`config.mk`:
```
export PLATFORM = sky130hd
export DESIGN_NAME = regfile_wb_scheduler
export DESIGN_NICKNAME = d
export VERILOG_FILES = /design/src/rtl/regfile_wb_pkg.sv /design/src/rtl/wb_fifo.sv /design/src/rtl/regfile_wb_scheduler.sv
export SDC_FILE = /design/constraint.sdc
export NUM_CORES = 1
export LEC_CHECK = 0
export CORE_MARGIN = 4
export CORE_UTILIZATION = 50
export CTS_CLUSTER_SIZE = 30
export DETAILED_ROUTE_END_ITERATION = 8
export PLACE_DENSITY = 0.75
export SYNTH_ARGS = -nofsm -noshare
export SYNTH_HDL_FRONTEND = slang
export SYNTH_SLANG_ARGS = --single-unit
export TNS_END_PERCENT = 100
```
`constraint.sdc`:
```
create_clock -name SYS_clk -period 6.74 [get_ports SYS_clk]
set_input_delay 1.348 -clock SYS_clk [delete_from_list [all_inputs] [get_ports SYS_clk]]
set_output_delay 1.348 -clock SYS_clk [all_outputs]
set_load 0.01 [all_outputs]
```
`src/rtl/regfile_wb_pkg.sv`:
```
// Shared types and constants for the register-file write-back scheduler.
package regfile_wb_pkg;

    localparam int XLEN       = 32;
    localparam int REG_ADDR_W = 5;
    localparam int NUM_REGS   = 32;

    typedef struct packed {
        logic [4:0]  rd;
        logic [31:0] data;
    } wb_req_t;

    typedef enum logic [1:0] {
        SRC_NONE = 2'd0,
        SRC_FAST = 2'd1,
        SRC_LONG = 2'd2
    } wb_src_e;

endpackage

```
`src/rtl/wb_fifo.sv`:
```
// Small synchronous FIFO for long-latency write-back results; head is read
// combinationally so a drain can be registered straight into the write port.
module wb_fifo #(
    parameter int  DEPTH = 4,
    parameter type T     = logic [36:0]
) (
    input  logic                       clk,
    input  logic                       rst_n,
    input  logic                       push,
    input  T                           push_data,
    input  logic                       pop,
    output T                           head,
    output logic                       full,
    output logic                       empty,
    output logic [$clog2(DEPTH):0]     count
);

    localparam int PTR_W = $clog2(DEPTH);

    T                 mem [DEPTH];
    logic [PTR_W-1:0] wr_ptr_reg;
    logic [PTR_W-1:0] rd_ptr_reg;
    logic [PTR_W:0]   count_reg;
    logic             do_push;
    logic             do_pop;

    assign full    = (count_reg == (PTR_W+1)'(DEPTH));
    assign empty   = (count_reg == '0);
    assign count   = count_reg;
    assign head    = mem[rd_ptr_reg];
    assign do_push = push && !full;
    assign do_pop  = pop && !empty;

    always_ff @(posedge clk) begin
        if (do_push) begin
            mem[wr_ptr_reg] <= push_data;
        end
    end

    // DEPTH is a power of two, so the pointers wrap naturally.
    always_ff @(posedge clk or negedge rst_n) begin
        if (!rst_n) begin
            wr_ptr_reg <= '0;
            rd_ptr_reg <= '0;
            count_reg  <= '0;
        end else begin
            if (do_push) begin
                wr_ptr_reg <= wr_ptr_reg + 1'b1;
            end
            if (do_pop) begin
                rd_ptr_reg <= rd_ptr_reg + 1'b1;
            end
            count_reg <= count_reg + {{PTR_W{1'b0}}, do_push} - {{PTR_W{1'b0}}, do_pop};
        end
    end

endmodule

```
`src/rtl/regfile_wb_scheduler.sv`:
```
// Write-back scheduler: merges fast and long result paths onto one register
// file write port and keeps a busy scoreboard for long-latency destinations.
// Optional long-path starvation guard enabled by defining WB_STARVE_GUARD_EN.
module regfile_wb_scheduler
    import regfile_wb_pkg::*;
#(
    parameter int LQ_DEPTH     = 4,
    parameter int STARVE_LIMIT = 8
) (
    input  logic                  SYS_clk,
    input  logic                  SYS_reset,
    input  logic                  issue_valid,
    input  logic [REG_ADDR_W-1:0] issue_rs1,
    input  logic [REG_ADDR_W-1:0] issue_rs2,
    input  logic [REG_ADDR_W-1:0] issue_rd,
    input  logic                  issue_rd_we,
    input  logic                  issue_long,
    output logic                  issue_stall,
    input  logic                  fw_valid,
    input  logic [REG_ADDR_W-1:0] fw_rd,
    input  logic [XLEN-1:0]       fw_data,
    output logic                  fw_ready,
    input  logic                  lu_valid,
    input  logic [REG_ADDR_W-1:0] lu_rd,
    input  logic [XLEN-1:0]       lu_data,
    output logic                  lu_ready,
    output logic                  REG_write_enable,
    output logic [REG_ADDR_W-1:0] REG_write_address,
    output logic [XLEN-1:0]       REG_write_value
);

    localparam int CNT_W = $clog2(LQ_DEPTH) + 1;

    if (LQ_DEPTH < 2 || (LQ_DEPTH & (LQ_DEPTH - 1)) != 0 || STARVE_LIMIT < 1) begin : g_bad_param
        $error("regfile_wb_scheduler: LQ_DEPTH must be a power of two >= 2 and STARVE_LIMIT >= 1");
    end

    logic [NUM_REGS-1:0] busy_reg;
    logic [NUM_REGS-1:0] busy_next;
    logic [5:0]          busy_count;
    logic                long_hazard;
    logic                set_busy;
    logic                clear_busy;
    logic                from_long_reg;

    logic [CNT_W-1:0]    fifo_count;
    logic                fifo_full;
    logic                fifo_empty;
    logic                push_en;
    logic                pop_en;
    wb_req_t             push_req;
    wb_req_t             fifo_head;

    logic                guard_force;
    wb_src_e             src_next;
    logic [REG_ADDR_W-1:0] wr_addr_next;
    logic [XLEN-1:0]     wr_data_next;

    // ---------------- scoreboard ----------------
    always_comb begin
        busy_count = '0;
        for (int i = 0; i < NUM_REGS; i++) begin
            busy_count = busy_count + {5'b0, busy_reg[i]};
        end
    end

    // Reserve FIFO room for every outstanding long result before issuing another.
    assign long_hazard = (int'(fifo_count) + int'(busy_count)) >= LQ_DEPTH;
    assign issue_stall = issue_valid && (busy_reg[issue_rs1] || busy_reg[issue_rs2]
                         || (issue_rd_we && busy_reg[issue_rd])
                         || (issue_long && issue_rd_we && long_hazard));
    assign set_busy    = issue_valid && !issue_stall && issue_long && issue_rd_we;
    assign clear_busy  = REG_write_enable && from_long_reg;

    genvar gi;
    generate
        for (gi = 0; gi < NUM_REGS; gi++) begin : g_busy
            if (gi == 0) begin : g_zero
                assign busy_next[gi] = 1'b0;
            end else begin : g_bit
                assign busy_next[gi] = (set_busy && issue_rd == REG_ADDR_W'(gi)) ? 1'b1 :
                                       (clear_busy && REG_write_address == REG_ADDR_W'(gi)) ? 1'b0 :
                                       busy_reg[gi];
            end
        end
    endgenerate

    always_ff @(posedge SYS_clk or negedge SYS_reset) begin
        if (!SYS_reset) begin
            busy_reg <= '0;
        end else begin
            busy_reg <= busy_next;
        end
    end

    // ---------------- long-path FIFO ----------------
    assign lu_ready = !fifo_full;
    assign push_en  = lu_valid && !fifo_full && (lu_rd != '0);
    assign push_req = '{rd: lu_rd, data: lu_data};
    assign pop_en   = (src_next == SRC_LONG);

    wb_fifo #(
        .DEPTH (LQ_DEPTH),
        .T     (wb_req_t)
    ) u_lq (
        .clk       (SYS_clk),
        .rst_n     (SYS_reset),
        .push      (push_en),
        .push_data (push_req),
        .pop       (pop_en),
        .head      (fifo_head),
        .full      (fifo_full),
        .empty     (fifo_empty),
        .count     (fifo_count)
    );

    // ---------------- starvation guard ----------------
`ifdef WB_STARVE_GUARD_EN
    localparam int SC_W = $clog2(STARVE_LIMIT + 1);

    logic [SC_W-1:0] starve_reg;
    logic [SC_W-1:0] starve_next;

    assign guard_force = !fifo_empty && (starve_reg == SC_W'(STARVE_LIMIT));
    assign fw_ready    = !guard_force;

    always_comb begin
        starve_next = starve_reg;
        if (fifo_empty || src_next == SRC_LONG) begin
            starve_next = '0;
        end else if (src_next == SRC_FAST) begin
            starve_next = starve_reg + 1'b1;
        end
    end

    always_ff @(posedge SYS_clk or negedge SYS_reset) begin
        if (!SYS_reset) begin
            starve_reg <= '0;
        end else begin
            starve_reg <= starve_next;
        end
    end
`else
    assign guard_force = 1'b0;
    assign fw_ready    = 1'b1;
`endif

    // ---------------- arbiter and write port ----------------
    // A fast request to x0 is consumed without winning, so the FIFO may still drain.
    always_comb begin
        src_next = SRC_NONE;
        if (guard_force) begin
            src_next = SRC_LONG;
        end else if (fw_valid && fw_rd != '0) begin
            src_next = SRC_FAST;
        end else if (!fifo_empty) begin
            src_next = SRC_LONG;
        end
    end

    always_comb begin
        wr_addr_next = '0;
        wr_data_next = '0;
        case (src_next)
            SRC_FAST: begin
                wr_addr_next = fw_rd;
                wr_data_next = fw_data;
            end
            SRC_LONG: begin
                wr_addr_next = fifo_head.rd;
                wr_data_next = fifo_head.data;
            end
            default: ;
        endcase
    end

    always_ff @(posedge SYS_clk or negedge SYS_reset) begin
        if (!SYS_reset) begin
            REG_write_enable  <= 1'b0;
            REG_write_address <= '0;
            REG_write_value   <= '0;
            from_long_reg     <= 1'b0;
        end else begin
            REG_write_enable  <= (src_next != SRC_NONE);
            REG_write_address <= wr_addr_next;
            REG_write_value   <= wr_data_next;
            from_long_reg     <= (src_next == SRC_LONG);
        end
    end

endmodule

```
# After elaboration in Yosys (flattened, before gate mapping)
# Memories as Yosys holds them, arrays and structs flattened.
# Cells that the tools add are included.
# W data, S select, Z words.
[totals]
regBits = 77
latch_bits = 0
ram_bits = 148
romBits = 0
output_inout_bits = 41
word_cells = 333
mem_count = 1
[classes]
addsub = 35
multipliers = 0
div = 0
n_lt_le_gt_ge = 4
eq_ne = 65
n_shift = 0
mux = 74
bitwise_logic = 0
reduce_logical = 116
[memory_table]
columns = ["memory", "words", "word_bits", "read_ports", "rd_clocked_by_memory_dff", "wr", "line", "text"]
rows = [
  ["u_lq.mem", 4, 37, 1, 0, 1, "wb_fifo.sv:20", "T mem [DEPTH];"],
]
[ops]
columns = ["cell", "n"]
rows = [
  ["$eq A5 B5 Y1 const B", 32],
  ["$add A6 B1 Y6", 25],
  ["$eq A5 B4 Y1 const B", 16],
  ["$logic_and A1 B1 Y1", 75],
  ["$mux W1", 67],
  ["$pmux W32 S2", 1],
  ["$reduce_bool A2 Y1", 32],
  ["$eq A5 B3 Y1 const B", 8],
  ["$eq A5 B2 Y1 const B", 4],
  ["$lt A5 B6 Y1 const B", 3],
  ["$bmux W1 S5", 3],
  ["$eq A5 B1 Y1 const B", 2],
  ["$pmux W5 S2", 1],
  ["$reduce_bool A5 Y1", 2],
  ["$add A3 B6 Y7", 1],
  ["$ge A7 B3 Y1 const B", 1],
  ["$add A5 B1 Y6", 1],
  ["$add A4 B1 Y5", 1],
  ["$add A2 B1 Y2 const B", 2],
  ["$add A3 B1 Y4", 1],
  ["$mux W2", 2],
  ["$add A2 B1 Y3", 1],
  ["$add A3 B1 Y3", 1],
  ["$eq A3 B3 Y1 const B", 1],
  ["other kinds (7)", 11],
]

# Logic depth before layout (Yosys ltp)
[logic_depth]
depth_word = 41
depth_mapped = 18

# Hierarchy
# Synthesis repeated with hierarchy kept, for this count alone.
[hier_totals]
cells_unflattened = 696
hier_area_um2 = 10471.3
[modules_own_cells]
columns = ["mod", "instances", "cells_each", "area_each_um2", "seq_area_each_um2"]
rows = [
  ["wb_fifo", 1, 234, 5796.8, 4619.4],
  ["regfile_wb_scheduler", 1, 462, 4674.5, 1751.7],
]

# Worst setup path before layout
# Ideal clock, no wire load.
[synth_path]
path_type = "register to output"
startpoint = "reg busy_reg[18]"
endpoint = "out issue_stall"
arrival_time_ns = 4.715
required_time_ns = 5.392
setup_slack_ns = 0.677
path_stages_with_launch = 18
cell_sequence = "dfrtp_1 > fa_1 > inv_1 > fa_1 > inv_1 > fa_1 > fa_1 > fa_1 > inv_1 > fa_1 > inv_1 > ha_1 > or4_1 > nor2_1 > o21ai_0 > nand2_1 > a21boi_0 > o31a_1"
[synth_between]
elab_chain_cells = 19
[synth_lines]
columns = ["item", "line", "text"]
rows = [
  ["from (decl)", "regfile_wb_scheduler.sv:38", "logic [NUM_REGS-1:0] busy_reg;"],
  ["from (signal assigned)", "regfile_wb_scheduler.sv:92", "busy_reg <= busy_next;"],
  ["$add A6 B1 Y6 (14 in series)", "regfile_wb_scheduler.sv:63", "busy_count = busy_count + {5'b0, busy_reg[i]};"],
  ["$add A3 B6 Y7", "regfile_wb_scheduler.sv:68", "assign long_hazard = (int'(fifo_count) + int'(busy_count)) >= LQ_DEPTH;"],
  ["$ge A7 B3 Y1", "regfile_wb_scheduler.sv:68", ""],
  ["$logic_and A1 B1 Y1", "regfile_wb_scheduler.sv:71", "|| (issue_long && issue_rd_we && long_hazard));"],
  ["$logic_or A1 B1 Y1 *", "regfile_wb_scheduler.sv:71", ""],
  ["$logic_and A1 B1 Y1 *", "regfile_wb_scheduler.sv:69", "assign issue_stall = issue_valid && (busy_reg[issue_rs1] || busy_reg[issue_rs2]"],
  ["to (decl)", "regfile_wb_scheduler.sv:18", "output logic issue_stall,"],
]
# Mark *: on every way between the ends. The rest lies on a longest branch, timed or not. The select of a mux whose other input is x is not followed.

# Final worst setup path
[layout_path]
startpoint = "reg busy_reg[2]"
endpoint = "out issue_stall"
[layout_between]
elab_chain_cells = 35
[layout_lines]
columns = ["item", "line"]
rows = [
  ["$add A1 B1 Y2", "regfile_wb_scheduler.sv:63"],
  ["$add A2 B1 Y3", "regfile_wb_scheduler.sv:63"],
  ["$add A3 B1 Y4", "regfile_wb_scheduler.sv:63"],
  ["$add A4 B1 Y5", "regfile_wb_scheduler.sv:63"],
  ["$add A5 B1 Y6", "regfile_wb_scheduler.sv:63"],
  ["$add A6 B1 Y6 (25 in series)", "regfile_wb_scheduler.sv:63"],
  ["$add A3 B6 Y7", "regfile_wb_scheduler.sv:68"],
  ["$ge A7 B3 Y1", "regfile_wb_scheduler.sv:68"],
  ["$logic_and A1 B1 Y1", "regfile_wb_scheduler.sv:71"],
  ["$logic_or A1 B1 Y1 *", "regfile_wb_scheduler.sv:71"],
  ["$logic_and A1 B1 Y1 *", "regfile_wb_scheduler.sv:69"],
]
# Marks and branches as above.

==> results_dict.tcl <==
set metrics [dict create \
    die_width_um 153 \
    grt_first_pass_wirelength_um 37900 \
    drt_iter0_drc 566 \
    crit_required_ps 5390 \
    hold_viol_final 0 \
    synthSimpleGateAreaFrac 0.0876 \
    fin_crit_ps 6690 \
    overflow 0 \
    path_buf_inv 3 \
    crit_end "issue_stall" \
    cts_max_level 1 \
    num_rows 52 \
    holdBufCountCts 0 \
    cts_root_buffer "clkbuf_16" \
    portBuffers 135 \
    syn-cell-area_um2 10500 \
    start_util 0.513 \
    die_h_um 153 \
    synthFlopType "edfxtp_1" \
    crit_type "reg2out" \
    cpMaxStageDelayCell "fa_1" \
    ys_seq_area_frac 0.605 \
    synth.area.mux_share 0.130 \
    yosysWarnings 0 \
    io_pins 137 \
    cap_viol_max_count 0 \
    period_share 0.992 \
    regArea_um2 6370 \
    critical_path_arrival_ps 5340 \
    slowest_delay_ps 560 \
    synthAdderAreaFrac 0.0704 \
    cts_sinks 225 \
    place_inst 1098 \
    synth-xor-area-share 0.00416 \
    finalNetCount 1018 \
    path_clk_slew_ps 60 \
    numCtsBuffers 23 \
    async_flop_share 0.342 \
    fillers 1446 \
    outcome "completed" \
    path_common_cell "fa_1" \
    drt-pass1-iter-count 5 \
    startpoint "busy_reg[2]" \
    ys_types 64 \
    rr_startpoint "busy_reg[20]" \
    ff2ff_path_depth 31 \
    synth_edf_count 148 \
    end_kind "output pin" \
    vias 6729 \
    dpl.hpwl_um 16200 \
    highest_layer "met5" \
    grt_pass1_vias 6973 \
    regToRegSetupSlack_ps 340 \
    largest_reg_flops 148 \
    wl_per_cell_um 21.3 \
    cp.depth 16 \
    multiInputGateArea_um2 3920 \
    viasPerCell 5.75 \
    r2r-end "busy_reg[1]" \
    clockBufferDepth 3 \
    rsz0062_at_grt "true" \
    synth_compound_area_frac 0.0658 \
    wl_met3_um 2340 \
    wl_met1_um 9670 \
    grt_use_total 0.204 \
    synth_top_family_by_area "multiplexers" \
    fin_skew_ps 20.7 \
    ys_seq_elements 225 \
    layoutNonFillerInstCount 1170 \
    worstHoldStart "u_lq.count[2]" \
    syn_area_per_cell_um2 14.8 \
    drt-total-wl_um 24900 \
    synth_nets 852 \
    cts_tree "done" \
    finalWeightedCongestion 0.920 \
    syn-instance-count 713 \
    hold_class "reg2reg" \
    worst_pin_slew_ps 1010 \
    crit_family "adder cells" \
    setup_violations 0 \
    grt_max_degree 78 \
    antenna_found_initial 6 \
    postRouteAntennaNets 0 \
    cp_cell_sequence "fa_1 > inv_2 > fa_2 > fa_1 > fa_1 > fa_1 > fa_1 > inv_1 > ha_2 > fa_2 > and3_4 > o21ai_2 > nand2_1 > a21boi_1 > o31a_1 > buf_2" \
    worst_hold_slack_ps 559 \
    drive_gt1_frac 0.205 \
    die_area_um2 23400 \
    maxSlewViolCount 0 \
    route.met2.wl_um 12200 \
    design.core.area_um2 20500 \
    clk_latency_ps 520 \
    relSlewSlack 0.324 \
    drcViolationCount 0 \
    cp_max_fo 2 \
    areaGrowthSynthToFinish_pct 26.4 \
    start_kind "register" \
    timing.fmax_mhz 150 \
]
==> worst register-to-register path, delay by kind of cell, from the launching register on <==
kind	cells	cell delay, ps
simple gates	4	1020
fa+ha+maj	7	2860
buf+inv	18	1620
flops	1	400
compound gates	2	380
==> cell usage after synthesis, drive strengths merged (2+ instances only) <==
cell / instances / area (um2)
nand3b: 6 / 45.0
o31ai: 24 / 195
a21oi: 4 / 20.0
dfrtp: 77 / 1930
o41ai: 7 / 76.3
nor3: 2 / 10.0
mux2: 5 / 56.3
and3: 6 / 37.5
xnor2: 4 / 35.0
o2111ai: 2 / 17.5
a31oi: 3 / 18.8
nor2: 7 / 26.3
clkbuf: 21 / 98.9
nand2: 85 / 322
fa: 27 / 541
buf: 18 / 109
nor2b: 3 / 18.8
edfxtp: 148 / 4440
or3: 8 / 51.3
and2: 4 / 25.0
ha: 16 / 200
or4: 4 / 31.3
o21ai: 40 / 200
inv: 47 / 176
a32oi: 3 / 33.8
nand4: 4 / 40.0
o22ai: 2 / 12.5
or2: 3 / 18.8
mux2i: 16 / 160
or2b: 2 / 17.5
mux4: 50 / 1150
nand3: 35 / 175
a22oi: 2 / 15.0
o211ai: 3 / 27.5
nand2b: 10 / 62.6
==> layer usage <==
layer  track usage  up-vias
li1              -     3016
met1         0.264     3385
met2         0.334      269
met3        0.0679       53
met4        0.0552        6
met5             0        -
==> placed cells by master (no fill, tap or decap), types with 24 or more instances in the layout <==
cell type	instances
edfxtp_1	148
clkdlybuf4s50_1	133
nand2_1	84
dfrtp_1	75
mux4_2	44
buf_4	44
inv_1	42
o21ai_0	37
nand3_1	35
clkbuf_16	24
==> area by class of cell <==
type                       count  share of cell area
sequential                   225               0.479
multi-input combinational    402               0.295
timing repair buffer         180               0.129
clock buffer                  32              0.0496
tap                          270              0.0254
inverter                      47              0.0133
clock inverter                10             0.00875
antenna                        4            0.000752
==> through the flow <==
stage                     setup WS (ps)  utilization  instance area [um2]  TNS [ps]
after floorplan                     677            -                10500         0
after global placement              115        0.593                12100         0
after detailed placement           42.9        0.593                12100         0
after CTS                         -1.69        0.639                13100     -1.69
after global routing               -133        0.649                13300      -133
final                              52.9        0.649                13300         0
==> worst min-delay path by stage <==
stage / end / cells after the start
floorplan: u_lq.count[2] / 1
global placement: u_lq.count[2] / 1
detailed placement: u_lq.count[2] / 1
CTS: u_lq.count[2] / 1
global route: u_lq.count[2] / 1
finish: u_lq.count[2] / 1
==> cell families (layout without fill, tap and decap cells) <==
| logic type | Yosys count | in the layout |
|---|---|---|
| muxes | 71 | 71 |
| other | 1 | 5 |
| AOI/OAI and AO/OA | 98 | 98 |
| DFF | 225 | 225 |
| and+or+nand+nor | 184 | 184 |
| xor gates and xnor gates | 5 | 5 |
| adders and majority gates | 43 | 43 |
| buffers and inverters | 86 | 269 |
==> what timing repair did <==
item / in CTS / in global routing
gates cloned: 0 / 1
pin swaps: 6 / 23
setup endpoints to repair: 1 / 16
setup buffers: 23 / 6
gates resized for setup: 8 / 33
Power is left out: the tool's default activity adds up to more than one toggle a clock period on the data nets, which glitch-free logic cannot reach.
